<file path="src/rtl/fact_bcd_conv.sv">
// fact_bcd_conv: sequential double-dabble binary-to-packed-BCD converter for the factorial result
// Ports: clk (rising edge), rst (async, active-low), start/bin/err_in (request, sampled in IDLE),
//        busy (conversion running), done (one-cycle update pulse), err (status of last request),
//        bcd (packed BCD result, digit 0 in bits [3:0], held between conversions)
module fact_bcd_conv #(
    parameter int WIDTH  = 32,
    parameter int DIGITS = 10
) (
    input  logic                  clk,
    input  logic                  rst,
    input  logic                  start,
    input  logic [WIDTH-1:0]      bin,
    input  logic                  err_in,
    output logic                  busy,
    output logic                  done,
    output logic                  err,
    output logic [4*DIGITS-1:0]   bcd
);
    localparam int CW = $clog2(WIDTH + 1);
    typedef enum logic [1:0] {IDLE, SHIFT, FIN} state_t;
    state_t              r_state, w_next;
    logic [WIDTH-1:0]    r_sr;
    logic [4*DIGITS-1:0] r_acc, w_adj, w_acc_next;
    logic [CW-1:0]       r_cnt;
    logic                w_last;
    for (genvar d = 0; d < DIGITS; d++) begin : g_adj
        assign w_adj[4*d +: 4] = r_acc[4*d +: 4] >= 4'd5 ? r_acc[4*d +: 4] + 4'd3 : r_acc[4*d +: 4];
    end
    // shift the adjusted accumulator left, pulling in the next binary bit
    assign w_acc_next = (w_adj << 1) | (4*DIGITS)'(r_sr[WIDTH-1]);
    assign w_last     = r_cnt == CW'(WIDTH - 1);
    always_comb begin
        w_next = r_state;
        busy   = 1'b0;
        done   = 1'b0;
        case (r_state)
            IDLE:    w_next = start ? (err_in ? FIN : SHIFT) : IDLE;
            SHIFT: begin
                busy   = 1'b1;
                w_next = w_last ? FIN : SHIFT;
            end
            FIN: begin
                done   = 1'b1;
                w_next = IDLE;
            end
            default: w_next = IDLE;
        endcase
    end
    always_ff @(posedge clk or negedge rst) begin
        if (!rst) r_state <= IDLE;
        else      r_state <= w_next;
    end
    always_ff @(posedge clk or negedge rst) begin
        if (!rst) begin
            r_sr  <= '0;
            r_acc <= '0;
            r_cnt <= '0;
            bcd   <= '0;
            err   <= 1'b0;
        end else if (r_state == IDLE && start) begin
            if (err_in) begin
                bcd <= '1;
                err <= 1'b1;
            end else begin
                r_sr  <= bin;
                r_acc <= '0;
                r_cnt <= '0;
            end
        end else if (r_state == SHIFT) begin
            r_sr  <= r_sr << 1;
            r_acc <= w_acc_next;
            r_cnt <= r_cnt + CW'(1);
            if (w_last) begin
                bcd <= w_acc_next;
                err <= 1'b0;
            end
        end
    end
endmodule

</file>
<file path="config.mk">
export PLATFORM = sky130hd
export DESIGN_NAME = fact_bcd_conv
export DESIGN_NICKNAME = d
export VERILOG_FILES = /design/src/rtl/fact_bcd_conv.sv
export SDC_FILE = /design/constraint.sdc
export NUM_CORES = 1
export LEC_CHECK = 0
export ABC_AREA = 1
export BUFFER_PORTS_ARGS = -buffer_cell sky130_fd_sc_hd__buf_4
export CORE_MARGIN = 2
export CORE_UTILIZATION = 50
export CTS_BUF_LIST = sky130_fd_sc_hd__clkbuf_4 sky130_fd_sc_hd__clkbuf_8
export DETAILED_ROUTE_END_ITERATION = 10
export MAX_ROUTING_LAYER = met4
export PLACE_DENSITY_LB_ADDON = 0.1
export SYNTH_ARGS = -nofsm -noshare
export SYNTH_HDL_FRONTEND = slang
export SYNTH_SLANG_ARGS = --single-unit
</file>
<file path="constraint.sdc">
create_clock -name clk -period 1.8 [get_ports clk]
set_input_delay 0.45 -clock clk [delete_from_list [all_inputs] [get_ports clk]]
set_output_delay 0.45 -clock clk [all_outputs]
set_load 0.1 [all_outputs]
</file>
# --- Word-level counts from Yosys, hierarchy flattened ---
# Index checks and enable logic that the tools add are counted.
op_classes:
  order_cmp: 10
  addsub: 11
  reduce_logical: 6
  n_eq_ne: 5
  muxes: 33
  bitwise: 1
op_table:
  columns: ["cell", "count"]
  rows:
  - ["$mux W40", 7]
  - ["$mux W32", 3]
  - ["$ge A4 B3 Y1 const B", 10]
  - ["$or A40 B1 Y40", 1]
  - ["$add A4 B2 Y4 const B", 9]
  - ["$mux W4", 9]
  - ["$mux W6", 3]
  - ["$add A6 B1 Y6 const B", 1]
  - ["$eq A6 B5 Y1 const B", 1]
  - ["$mux W1", 6]
  - ["$mux W2", 3]
  - ["$ne A2 B2 Y1 const B", 2]
  - ["$pmux W2 S2", 1]
  - ["$reduce_bool A2 Y1", 2]
  - ["$add A3 B2 Y3 const B", 1]
  - ["$mux W3", 1]
  - ["$reduce_and A3 Y1", 1]
  - ["$eq A2 B1 Y1 const B", 1]
  - ["$eq A2 B2 Y1 const B", 1]
  - ["$logic_not A2 Y1", 1]
  - ["$reduce_and A2 Y1", 1]
  - ["$logic_and A1 B1 Y1", 1]
totals:
  register_bits: 121
  elab_cells: 72

# --- Depth between registers and ports, before layout ---
# Gate-level depths: netlist of the first run.
depth:
  ltp_word: 6
  ltp_mapped: 9
  depth_no_buf: 9

# --- Least setup slack after synthesis of the first run ---
# No wires, ideal clock.
synth_path:
  kind: "flip-flop to output port"
  start: "register r_state[1]"
  end: "output port done"
  path_slack_ns: -0.363
  arrival_time_ns: 1.713
  stages_incl_launch_ff: 3
  n_path_buf: 0
  cell_sequence: "dfrtp_1 -> inv_1 -> nor2_1"
synth_between:
  elab_chain_cells: 2
synth_rtl:
  columns: ["element", "line", "source"]
  rows:
  - ["from (decl)", "21", "state_t r_state, w_next;"]
  - ["from (signal assigned)", "51", "else r_state <= w_next;"]
  - ["$eq A2 B2 Y1", "36", "case (r_state)"]
  - ["$mux W1", "36", null]
  - ["to (decl)", "15", "output logic done,"]
# Every way passes these cells.

# --- Worst setup path in the final report of the first run ---
layout_path:
  start: "register r_state[0]"
  end: "output port busy"
layout_between:
  elab_chain_cells: 2
layout_rtl:
  columns: ["element", "line", "source"]
  rows:
  - ["$eq A2 B1 Y1", "36", null]
  - ["$mux W1", "36", null]
  - ["to (decl)", "14", "output logic busy,"]
# Every way passes these cells.

==> results of run 1 <==
==> routing by layer <==
layer | share of wire | wire length (um)
met2 | 0.48 | 6370
met4 | 0.020 | 272
met5 | 0 | 0
met3 | 0.049 | 648
met1 | 0.45 | 6040
==> cells in the final DEF, fill, tap and decap left out, drive strengths merged <==
cell type and n:
nand2 271, dfrtp 121, buf 95, nor2 89, inv 80, nand3 62
o21ai 45, clkbuf 27, ha 21, nand4 20, o21a 10, o22ai 10
nand3b 9, a21oi 3, clkinv 3, xor2 1, dlygate4sd3 1
==> through the flow <==
stage / hold WS, ns / utilization / setup TNS (ns) / total power, mW
detailed placement: 0.319 / 0.587 / -0.00226 / 8.64
floorplan: 0.154 / - / 0 / 7.40
finish: 0.214 / 0.623 / -0.00464 / 10.9
CTS: 0.192 / 0.619 / -0.0379 / 10.9
global placement: 0.317 / 0.587 / 0 / 8.43
global route: 0.201 / 0.623 / -0.334 / 11.8
==> what timing repair did <==
action                     4_1_cts  5_1_grt
setup buffers                    0        2
setup endpoints to repair        2       57
hold buffers                     1        0
hold endpoints to repair        10        0
pin swaps                        0        3
resized for setup                4        7
==> state kept, by name, indices dropped and copies added (netlist names) <==
register  count
r_state       2
r_sr         32
r_cnt         6
r_acc        40
bcd          40
err           1
==> worst max path at each step <==
| stage | slack, ns | depth (start not counted) | to | start |
|---|---|---|---|---|
| final | -0.005 | 3 | busy | r_state[0] |
| after global routing | -0.08 | 3 | busy | r_state[0] |
| after detailed placement | -0.002 | 6 | r_sr[4] | start |
| after floorplan | 0.09 | 4 | busy | r_state[0] |
| after CTS | -0.04 | 3 | busy | r_state[0] |
| after global placement | 0.04 | 6 | r_sr[1] | start |
==> tightest hold or removal path: stages <==
cell     delay [ns]
buf_4          0.07
nand2_1        0.04
nand2_1        0.05
==> report_power, final <==
part	total [mW]	internal, mW	leakage (nW)	switching [mW]
logic	4.64	1.53	2.02	3.11
registers	4.05	3.52	1.38	0.528
clock network	2.16	1.17	0.190	0.989
==> logic make-up (layout without fill, tap and decap cells) <==
logic type,count (synthesis),in the layout
AND/OR/NAND/NOR,451,451
flip-flops,121,121
buffers and inverters,106,206
AO/OA/AOI/OAI,68,68
adder cells (fa/ha/maj),21,21
XOR/XNOR,1,1
==> cell type report <==
cell class | instances | area, um2
well taps | 143 | 179
fillers | 1020 | 4360
multi-input cells | 541 | 2540
clock buffers | 27 | 334
clock inverters | 3 | 15.0
repair buffers | 96 | 798
inverters | 80 | 305
flip-flops and latches | 121 | 3030
==> summary by stage, run 1 <==
Logic synthesis
The number of nets handed over by synthesis was 825. The area fraction in compound gates after synthesis is 0.0631. nand2_1 is the most common cell in the netlist. By area the synthesized netlist is led by dfrtp_1 51%, nand2_1 17%, nor2_1 5.3%. The largest area contributor in the netlist is dfrtp_1. During synthesis, Yosys emitted a total of 0 warnings.

In this run the cell area of the synthesized design comes to 5990 um2. The share of synthesized area in the top cell type comes to 0.506. The adder and majority gate portion of the synthesized area is 0.0439. By count the netlist is led by 270 x nand2_1, 121 x dfrtp_1, 85 x nor2_1, 78 x inv_1, 61 x nand3_1.

The post-synthesis register bit count is 121. The fraction of the mapped netlist area in simple logic gates is 0.313. The largest family of logic cells by synthesized area is simple AND/OR/NAND/NOR gates.

The post-synthesis share of cell area spent on xor and xnor gates is 0.00146. The sequential fraction of the synthesis area is 0.506. The commonest register cell after synthesis is dfrtp_1.

The average cell area after synthesis is 7.80 um2. The share of synthesized area spent on multiplexers is 0. The async set-or-reset flop fraction in the synthesized netlist is 1.00. The count of mapped cells out of synthesis is 768. Yosys mapped the design onto 24 distinct sky130hd cell types. In this run, synthesis inferred 0 flip-flops with an integrated enable.

Route
The total wire length is 13300 um. The count of nets left with antenna violations once routing finished came out at 0. Dividing the detail-routed wire length by the instance count gives 13.2 um.

After detailed routing, the number of remaining DRC violations is 0. Summing over every cut layer, the via total after detailed routing is 5211. For this block, the initial DRC count from the detailed router was 328. Dividing the detail-routed via count by the number of cells gives 5.15. The number of iterations in the first detailed-routing pass is 5.

Timing
Dividing the final minimum period by the clock period gives 1.00. Between clock sinks in the finished design, the worst skew comes to 0.00828 ns. The final worst-path setup slack is -0.00464 ns.

Setup repair after global routing could not meet its margin everywhere. For the pin with the worst max-slew slack, the measured transition is 0.979 ns. Setup violations remaining at the end of the flow were counted as 1. The post-layout minimum cycle time is 1.80 ns.

In this run the tightest slew margin relative to its limit is 0.346. The maximum achievable frequency is 0.554 GHz. The hold violation total from the final report was 0. The number of slew-limit violations in the final report is 0.

Critical path
The worst flop-to-flop path startpoint is r_state[0]. The number of cells on the worst reg-to-reg path is 6. The peak per-stage delay on the critical path is 0.38 ns.

The largest individual stage delay along the critical path comes from the cell dfrtp_1. Counting both buffers and inverters, the worst setup path holds a total of 2. The kind of critical path is reg2out. The endpoint identified for the worst register-to-register timing path is r_cnt[4]. The category of cells accounting for the largest share of critical-path delay is flip-flops. STA puts the critical path data required time at 1.35 ns. Setup slack on the worst reg-to-reg path comes out at 0.09 ns. The biggest fanout along the worst timing path is 7.

Data on the critical path arrives at its endpoint at 1.35 ns. The worst setup path is captured at an output pin. The startpoint kind of the worst setup timing path is a flop.

Walking the worst path, the cells encountered are inv_2, nor2_4, buf_12.

Cells and area
The final-stage net count is 914. The finished layout cell area is 7200 um2. The share of final-layout standard cells stronger than drive strength 1 is 0.156. The final antenna diode count is 0. The post-layout instance count excluding filler cells is 1011. From synthesis to final layout, the design area changed by 20.2%.

Outcome
The run finished, with violations left. The checks that failed: negative setup slack.

GRT
The first global-routing pass estimated 23300 um of wire. In the global route stage, met1 resource usage came out at 0.283. The initial antenna violation count came to 0. After global routing the overflow that remains totals 0. The global router's overall resource usage is 0.233. For met3 alone, demand over resource in global routing was 0.0584. The number of global-route vias before repair came to 5218. The met2 track demand over resource is 0.377.

In this run the most used layer during global routing was met2. Entering global routing, the biggest net connects 50 pins.

Worst hold path
The cell depth of the worst min-delay path is 3. In this run the most critical hold path is launched from bin[0]. In this run the worst hold path is classified as in2reg. The worst hold path terminates at r_sr[0].

Power and ir drop
VDD sags by at most 0.885 mV. The power per cell area is 1510 nW/um2. In this run the static leakage power is 3.59 nW.

Placed design
The number of placed instances, taps included, is 978. The setup slack after placement is -0.00226 ns. The total half-perimeter wirelength after legalization and detailed placement is 9210 um. The total placed instance area is 6790 um2.

Routability-driven placement finished with a final weighted congestion of 0.869. The port buffer count is 78.

Die
The full die area is 12900 um2. For this design the top-level I/O count stands at 79. The die is 113 um wide. The initial core utilization is 0.518.

The row count is 39. The core region is 11600 um2. From bottom edge to top edge, the die measures 113 um.

Clock tree
In this run, CTS created clock tree buffers numbering 17. After clock tree synthesis, the clock-pin slew on the worst setup and hold paths is 0.06 ns. The number of H-tree levels is 4. The clock tree from TritonCTS is built. The clock root buffer master is clkbuf_8. The maximum number of buffers from clock root to sink is 2. Clock latency on the worst-skew pair, taken at its later pin, is 0.44 ns. The total number of clock tree sinks is 121.

Run
The number of maximum-capacitance violations is 0.
(Power assumes the default switching activity.)
==> run 2: changes to the inputs <==
Settings changed: ABC_AREA 1 to unset, CORE_ASPECT_RATIO set to 1.2, SLEW_MARGIN set to 20.
==> summary by stage, run 2 <==
Critical path
The data required time at the worst endpoint is 1.35 ns. The number of buffer and inverter instances along the worst setup path is 2. Data arrives at the worst endpoint at 1.29 ns. The kind of critical path is reg2out. In this design, the stage delay of the slowest critical-path cell is 0.39 ns. The category of cells accounting for the largest share of critical-path delay is flip-flops. The largest individual stage delay along the critical path comes from the cell dfrtp_1.

Traced cell by cell, the critical path runs through nand2b_4, inv_8, buf_12. The worst setup path is captured at an output pin. Along the worst path, the maximum fanout reaches 8. The startpoint kind of the worst setup timing path is a flop.

Placed design
Detailed placement finished with a half-perimeter wire length of 7820 um. Including well taps, the total number of placed cells is 763. The setup slack after placement is 0.0942 ns. At the end of routability-driven placement, the weighted congestion stood at 0.767. The port buffer count is 78.

Cells and area
The top cell types in the final layout, fill and taps aside, are 120 x dfrtp_1, 108 x nand2_1, 88 x buf_4, 49 x o21ai_0, 41 x nor3_1. The post-layout instance count excluding filler cells is 799. The number of antenna diodes in the final layout is 0. The final-stage net count is 711. The number of fill cells is 933. From synthesis to final layout, the design area changed by 23.3%. The largest registers in the layout are bcd x40, r_acc x40, r_sr x32. The most common cell after layout, fill and taps aside is dfrtp_1. The share of final-layout standard cells stronger than drive strength 1 is 0.273.

Route
The number of iterations in the first detailed-routing pass is 4. The average detailed-routed wire length per instance is 14.7 um. After the first detailed-routing iteration, the DRC count stood at 162. The routed design has 11700 um of wire. The count of vias placed by the detailed router is 4353. The DRC violation count after routing is 0. In this run the remaining antenna-violating nets after routing total 0. The ratio of routed vias to standard cells is 5.45.

GRT
The first-pass GRT wire length is 19600 um. The total congestion overflow is 0. The number of global-route vias before repair was 4256. Entering global routing, the biggest net connects 65 pins. For this run, the total global-route usage over all layers was measured as 0.209. The initial antenna violation count is 0.

Logic synthesis
During synthesis, Yosys emitted a total of 0 warnings. Ranked by instance count, the synthesized netlist is headed by 121 x dfrtp_1, 108 x nand2_1, 49 x o21ai_0, 42 x nor3_1, 40 x a21oi_1. Counting flops with an async set or reset pin after synthesis yields a share of 1.00.

The most common cell in the synthesized netlist is dfrtp_1. Ranked by total cell area, the synthesized netlist is headed by dfrtp_1 53%, nand2_1 7.1%, ha_1 4.6%. The sequential fraction of the synthesis area is 0.534. The average instance in the mapped netlist occupies 9.97 um2. The share of synthesized area in the top cell type comes to 0.534. In this run, distinct cell masters in the synthesized netlist total 29. Counting flops and latches in the post-synthesis netlist gives 121. The net count after synthesis is 626. The count of mapped cells out of synthesis is 569. The synthesized design contains 0 enable-type register cells. The most used flip-flop cell after synthesis is dfrtp_1. Of all cell types, the one taking the most synthesized area is dfrtp_1. The combined area of all synthesized cells is 5670 um2.

Timing
For the pin with the worst max-slew slack, the measured transition is 0.412 ns. Timing would allow up to 0.573 GHz. The remaining max-slew budget at the tightest pin is 0.724. The final clock skew is 0.0107 ns.

The number of slew-limit violations in the final report was 0. Summed over all failing endpoints, the final setup total negative slack is 0 ns. The hold violation total from the final report is 0. The final setup violation count is 0. The hold slack is 0.238 ns.

Setup repair after global routing could not meet its margin everywhere. Of the available clock period, the critical path in the final layout requires 0.969. Setup slack closes at 0.0559 ns.

Subtracting the final worst setup slack from the clock period gives 1.74 ns.

Power and ir drop
The share of total power dissipated in combinational logic is 0.405. The peak supply drop is 1.29 mV. The net load switching power is 4.60 mW. The share of total power dissipated in sequential elements is 0.367. The fraction of power spent switching nets is 0.403. Of the total power, the clock network draws 0.228. The leakage power of the design is 3.04 nW. The internal power summed over all cells is 6.82 mW. In this run the power density over the cells is 1630 nW/um2. Total power for the finished layout comes to 11.4 mW.

Clock tree
The total number of clock tree sinks is 121. The latest clock arrival within the worst-skew pair is 0.43 ns. The maximum number of buffers from clock root to sink is 2.

The number of H-tree levels is 4. The cell sitting at the root of the clock tree is a clkbuf_8. TritonCTS built the clock tree.

The clock-pin transition on the worst setup and hold timing paths is 0.07 ns. The clock buffer count from CTS is 17.

Die
79 I/O pins were placed. The initial core utilization is 0.514. The die is 121 um tall. The full die area is 12200 um2. From left edge to right edge, the die measures 101 um. The core region area is 11000 um2.

The floorplan has 42 rows.

Outcome
The flow ran to the end, and the final reports show no timing, DRC or antenna violations.

Run
The tool flagged a number of max-cap violations equal to 0.

Worst hold path
The class of the tightest hold or removal check is in2reg.
[run 2: final cells by class]
| class | instances | area, um2 | area share |
|---|---|---|---|
| sequential | 121 | 3030 | 0.433 |
| multi-input combinational | 394 | 2430 | 0.348 |
| timing repair buffer | 98 | 847 | 0.121 |
| clock buffer | 24 | 318 | 0.0454 |
| tap | 132 | 165 | 0.0236 |
| clock inverter | 8 | 115 | 0.0165 |
| inverter | 22 | 90.1 | 0.0129 |
[run 2: path summary, 6_finish.rpt]
path                       slack (ns)  startpoint  cells past startpoint   endpoint
min in group asynchronous        0.42         rst                      2    bcd[15]
max                              0.06  r_state[1]                      3       busy
min                              0.24     bin[11]                      3   r_sr[11]
max in group asynchronous        0.77         rst                      3   r_sr[23]
min reg2reg                      0.48    r_sr[20]                      2   r_sr[20]
max reg2reg                      0.14   r_acc[16]                      6  r_acc[18]
[run 2: worst register-to-register path: cells and delay by family (launching register included)]
kind                     cells  cell delay, ns
AND/OR/NAND/NOR              1            0.08
flip-flops                   1            0.41
buffers and inverters        1            0.11
adder cells (fa/ha/maj)      1            0.20
multiplexers                 1            0.38
AO/OA/AOI/OAI                2            0.40
[run 2: logic make-up (layout without fill, tap and decap cells)]
| logic type | Yosys count | count (layout) | synth area share |
|---|---|---|---|
| multiplexers | 10 | 10 | 0.0199 |
| buffers and inverters | 54 | 152 | 0.0463 |
| AO/OA/AOI/OAI | 153 | 153 | 0.169 |
| XOR/XNOR | 14 | 14 | 0.0216 |
| adder cells (fa/ha/maj) | 21 | 21 | 0.0463 |
| AND/OR/NAND/NOR | 196 | 196 | 0.164 |
| flip-flops | 121 | 121 | 0.534 |
[run 2: metal layers]
metal | track usage | part of all wire
met1 | 0.263 | 0.44
met2 | 0.328 | 0.51
met3 | 0.0503 | 0.042
met4 | 0.0777 | 0.012
met5 | - | 0
[run 2: repair_timing]
item,CTS,global route
gates cloned,0,1
hold buffers,1,0
endpoints found under the hold margin,12,0
buffers inserted,1,1
setup endpoints to repair,1,14
pin swaps,0,1
resized for setup,8,7
[run 2: power by group through the flow]
stage / clock, mW / sequential (mW) / combinational, mW
floorplan: 0 / 4.49 / 3.06
global placement: 0 / 4.16 / 4.39
detailed placement: 0 / 4.20 / 4.55
CTS: 2.67 / 4.17 / 4.64
global route: 2.79 / 4.31 / 5.18
finish: 2.60 / 4.19 / 4.63
[run 2: through the flow]
step / utilization / cell area (um2)
after detailed placement: 0.584 / 6450
after CTS: 0.628 / 6930
after floorplan: - / 5680
after global placement: 0.584 / 6450
final: 0.634 / 7000
after global routing: 0.634 / 7000
==> run 3: changes to the inputs <==
Settings changed: PLACE_DENSITY set to 0.82, PLACE_DENSITY_LB_ADDON 0.1 to unset.
==> summary by stage, run 3 (synthesis results as in run 2) <==
Clock tree
The clock-pin transition on the worst setup and hold timing paths is 0.07 ns. The clock root buffer master is clkbuf_8. The clock tree from TritonCTS is built. The maximum number of buffers from clock root to sink is 2. The clock buffer count from CTS is 17. The H-tree was split into 4 levels.

CTS saw 121 sinks. At the later pin of the worst-skew pair, clock insertion delay measures 0.43 ns.

Route
In this run the remaining antenna-violating nets after routing total 0. The average detailed-routed wire length per instance is 15.8 um. Detailed routing inserted a total of 4515 vias. The first detailed-routing pass took 4 iterations. After detailed routing, the number of remaining DRC violations is 0. For this block, the routed nets add up to 12700 um of wire.

The ratio of routed vias to standard cells is 5.62. The DRC violation total after the first TritonRoute iteration is 258.

Timing
Setup slack on the critical path of the routed design comes to 0.0895 ns. The post-layout minimum cycle time is 1.71 ns. The remaining max-slew budget at the tightest pin is 0.731. For the pin with the worst max-slew slack, the measured transition is 0.402 ns.

The maximum achievable frequency is 0.585 GHz. The number of slew-limit violations in the final report came to 0. The hold violation total from the final report is 0. The final setup violation count is 0. The share of the clock period used by the worst path is 0.950. For the final database, setup skew stands at 0.0105 ns.

Die
For this configuration, the core starts out at a cell density of 0.514. The row count is 42. From bottom edge to top edge, the die measures 121 um. The full die area is 12200 um2. The count of pins on the block boundary is 79.

The region available for standard cell placement spans 11000 um2. The x dimension of the die is 101 um.

GRT
The total congestion overflow is 0. The number of global-route vias before repair came to 4511. The initial antenna violation count came to 0. The first-pass GRT wire length is 20600 um.

For this run, the total global-route usage over all layers was measured as 0.216. The maximum number of pins on one net before global-route repair is 54.

Cells and area
The area used by multi-input combinational logic is 2450 um2. In the final layout, flip-flops and latches occupy 3030 um2. At the end of the flow, the number of nets in the layout was 715. After filler insertion, the fill cell instance count of the layout stands at 868.

The top cell types in the final layout, fill and taps aside, are 120 x dfrtp_1, 108 x nand2_1, 90 x buf_4, 48 x o21ai_0, 41 x nor3_1. The largest registers in the layout are bcd x40, r_acc x40, r_sr x32. The finished layout cell area is 7040 um2. From synthesis to final layout, the design area changed by 24.0%. The final antenna diode count is 0. The most common cell after layout, fill and taps aside is dfrtp_1. The share of final-layout standard cells stronger than drive strength 1 is 0.279.

Power and ir drop
The worst-case IR drop observed on VDD is 0.915 mV. The total power draw is 11.6 mW. For this design the static power due to leakage is 3.05 nW. In this run the power density over the cells is 1650 nW/um2.

Critical path
The largest individual stage delay along the critical path comes from the cell dfrtp_1. The biggest fanout along the worst timing path is 3. Traced cell by cell, the critical path runs through buf_4, nor2b_4, buf_12.

The setup path with the least slack is of type reg2out. STA classifies the critical path startpoint as a flop. The peak per-stage delay on the critical path is 0.35 ns. The data arrival time of the critical path is 1.26 ns. STA classifies the critical path endpoint as an output pin. The data required time at the worst endpoint is 1.35 ns.

Placed design
The port buffer count is 78. The congestion estimate from routability-driven global placement came to 0.863. The setup slack after placement is 0.0601 ns.

The wire-length estimate of the detail-placed layout is 8090 um. The total placed instance area is 6460 um2.

Run
The tool flagged a number of max-cap violations equal to 0.

Outcome
The run finished with clean final reports.

Worst hold path
The min-delay analysis places its worst path in the category in2reg.
[run 3: what timing repair did]
action / 4_1_cts / 5_1_grt
hold endpoints to repair: 23 / 0
hold buffers: 1 / 0
setup endpoints to repair: 2 / 44
gates cloned: 0 / 2
setup buffers: 1 / 2
pin swaps: 0 / 4
resized for setup: 5 / 18
[run 3: final timing paths]
check / startpoint / end / slack (ns) / cells after the start
worst max-delay path: r_state[1] / done / 0.09 / 3
worst min-delay path: bin[21] / r_sr[21] / 0.23 / 3
worst max register to register: r_state[0] / r_acc[3] / 0.11 / 8
worst min register to register: r_sr[4] / r_sr[4] / 0.48 / 2
max in group asynchronous: rst / bcd[5] / 0.74 / 3
min in group asynchronous: rst / bcd[25] / 0.49 / 2
[run 3: cell type report]
type	instances	area share
Sequential cell	121	0.431
Clock inverter	9	0.0174
Inverter	22	0.0121
Multi-Input combinational cell	394	0.348
Timing Repair Buffer	102	0.128
Clock buffer	23	0.0405
Tap cell	132	0.0235
[run 3: worst max-delay path: cells and delay by family (launching register included)]
family / cells / cell delay [ns]
buffers and inverters: 2 / 0.32
DFF: 1 / 0.35
and+or+nand+nor: 1 / 0.16
[run 3: per-layer routing]
| layer | part of all wire | vias to the layer above | track usage |
|---|---|---|---|
| met5 | 0 | - | - |
| met1 | 0.43 | 2232 | 0.255 |
| met3 | 0.043 | 19 | 0.0520 |
| li1 | - | 2143 | - |
| met4 | 0.015 | 0 | 0.0811 |
| met2 | 0.52 | 121 | 0.358 |
[run 3: where the power goes]
part	switching [mW]	internal (mW)	total, mW
Clock	1.02	1.47	2.49
Sequential	0.686	3.55	4.23
Combinational	3.04	1.82	4.86
Total	4.75	6.83	11.6
[run 3: per-stage QoR]
step | hold slack (ns) | TNS [ns] | utilization | std cells
4_1_cts | 0.211 | 0 | 0.626 | 799
3_3_place_gp | 0.396 | 0 | 0.586 | 765
6_report | 0.228 | 0 | 0.638 | 803
2_1_floorplan | 0.154 | 0 | - | 569
3_5_place_dp | 0.408 | 0 | 0.586 | 765
5_1_grt | 0.222 | -0.00982 | 0.638 | 803
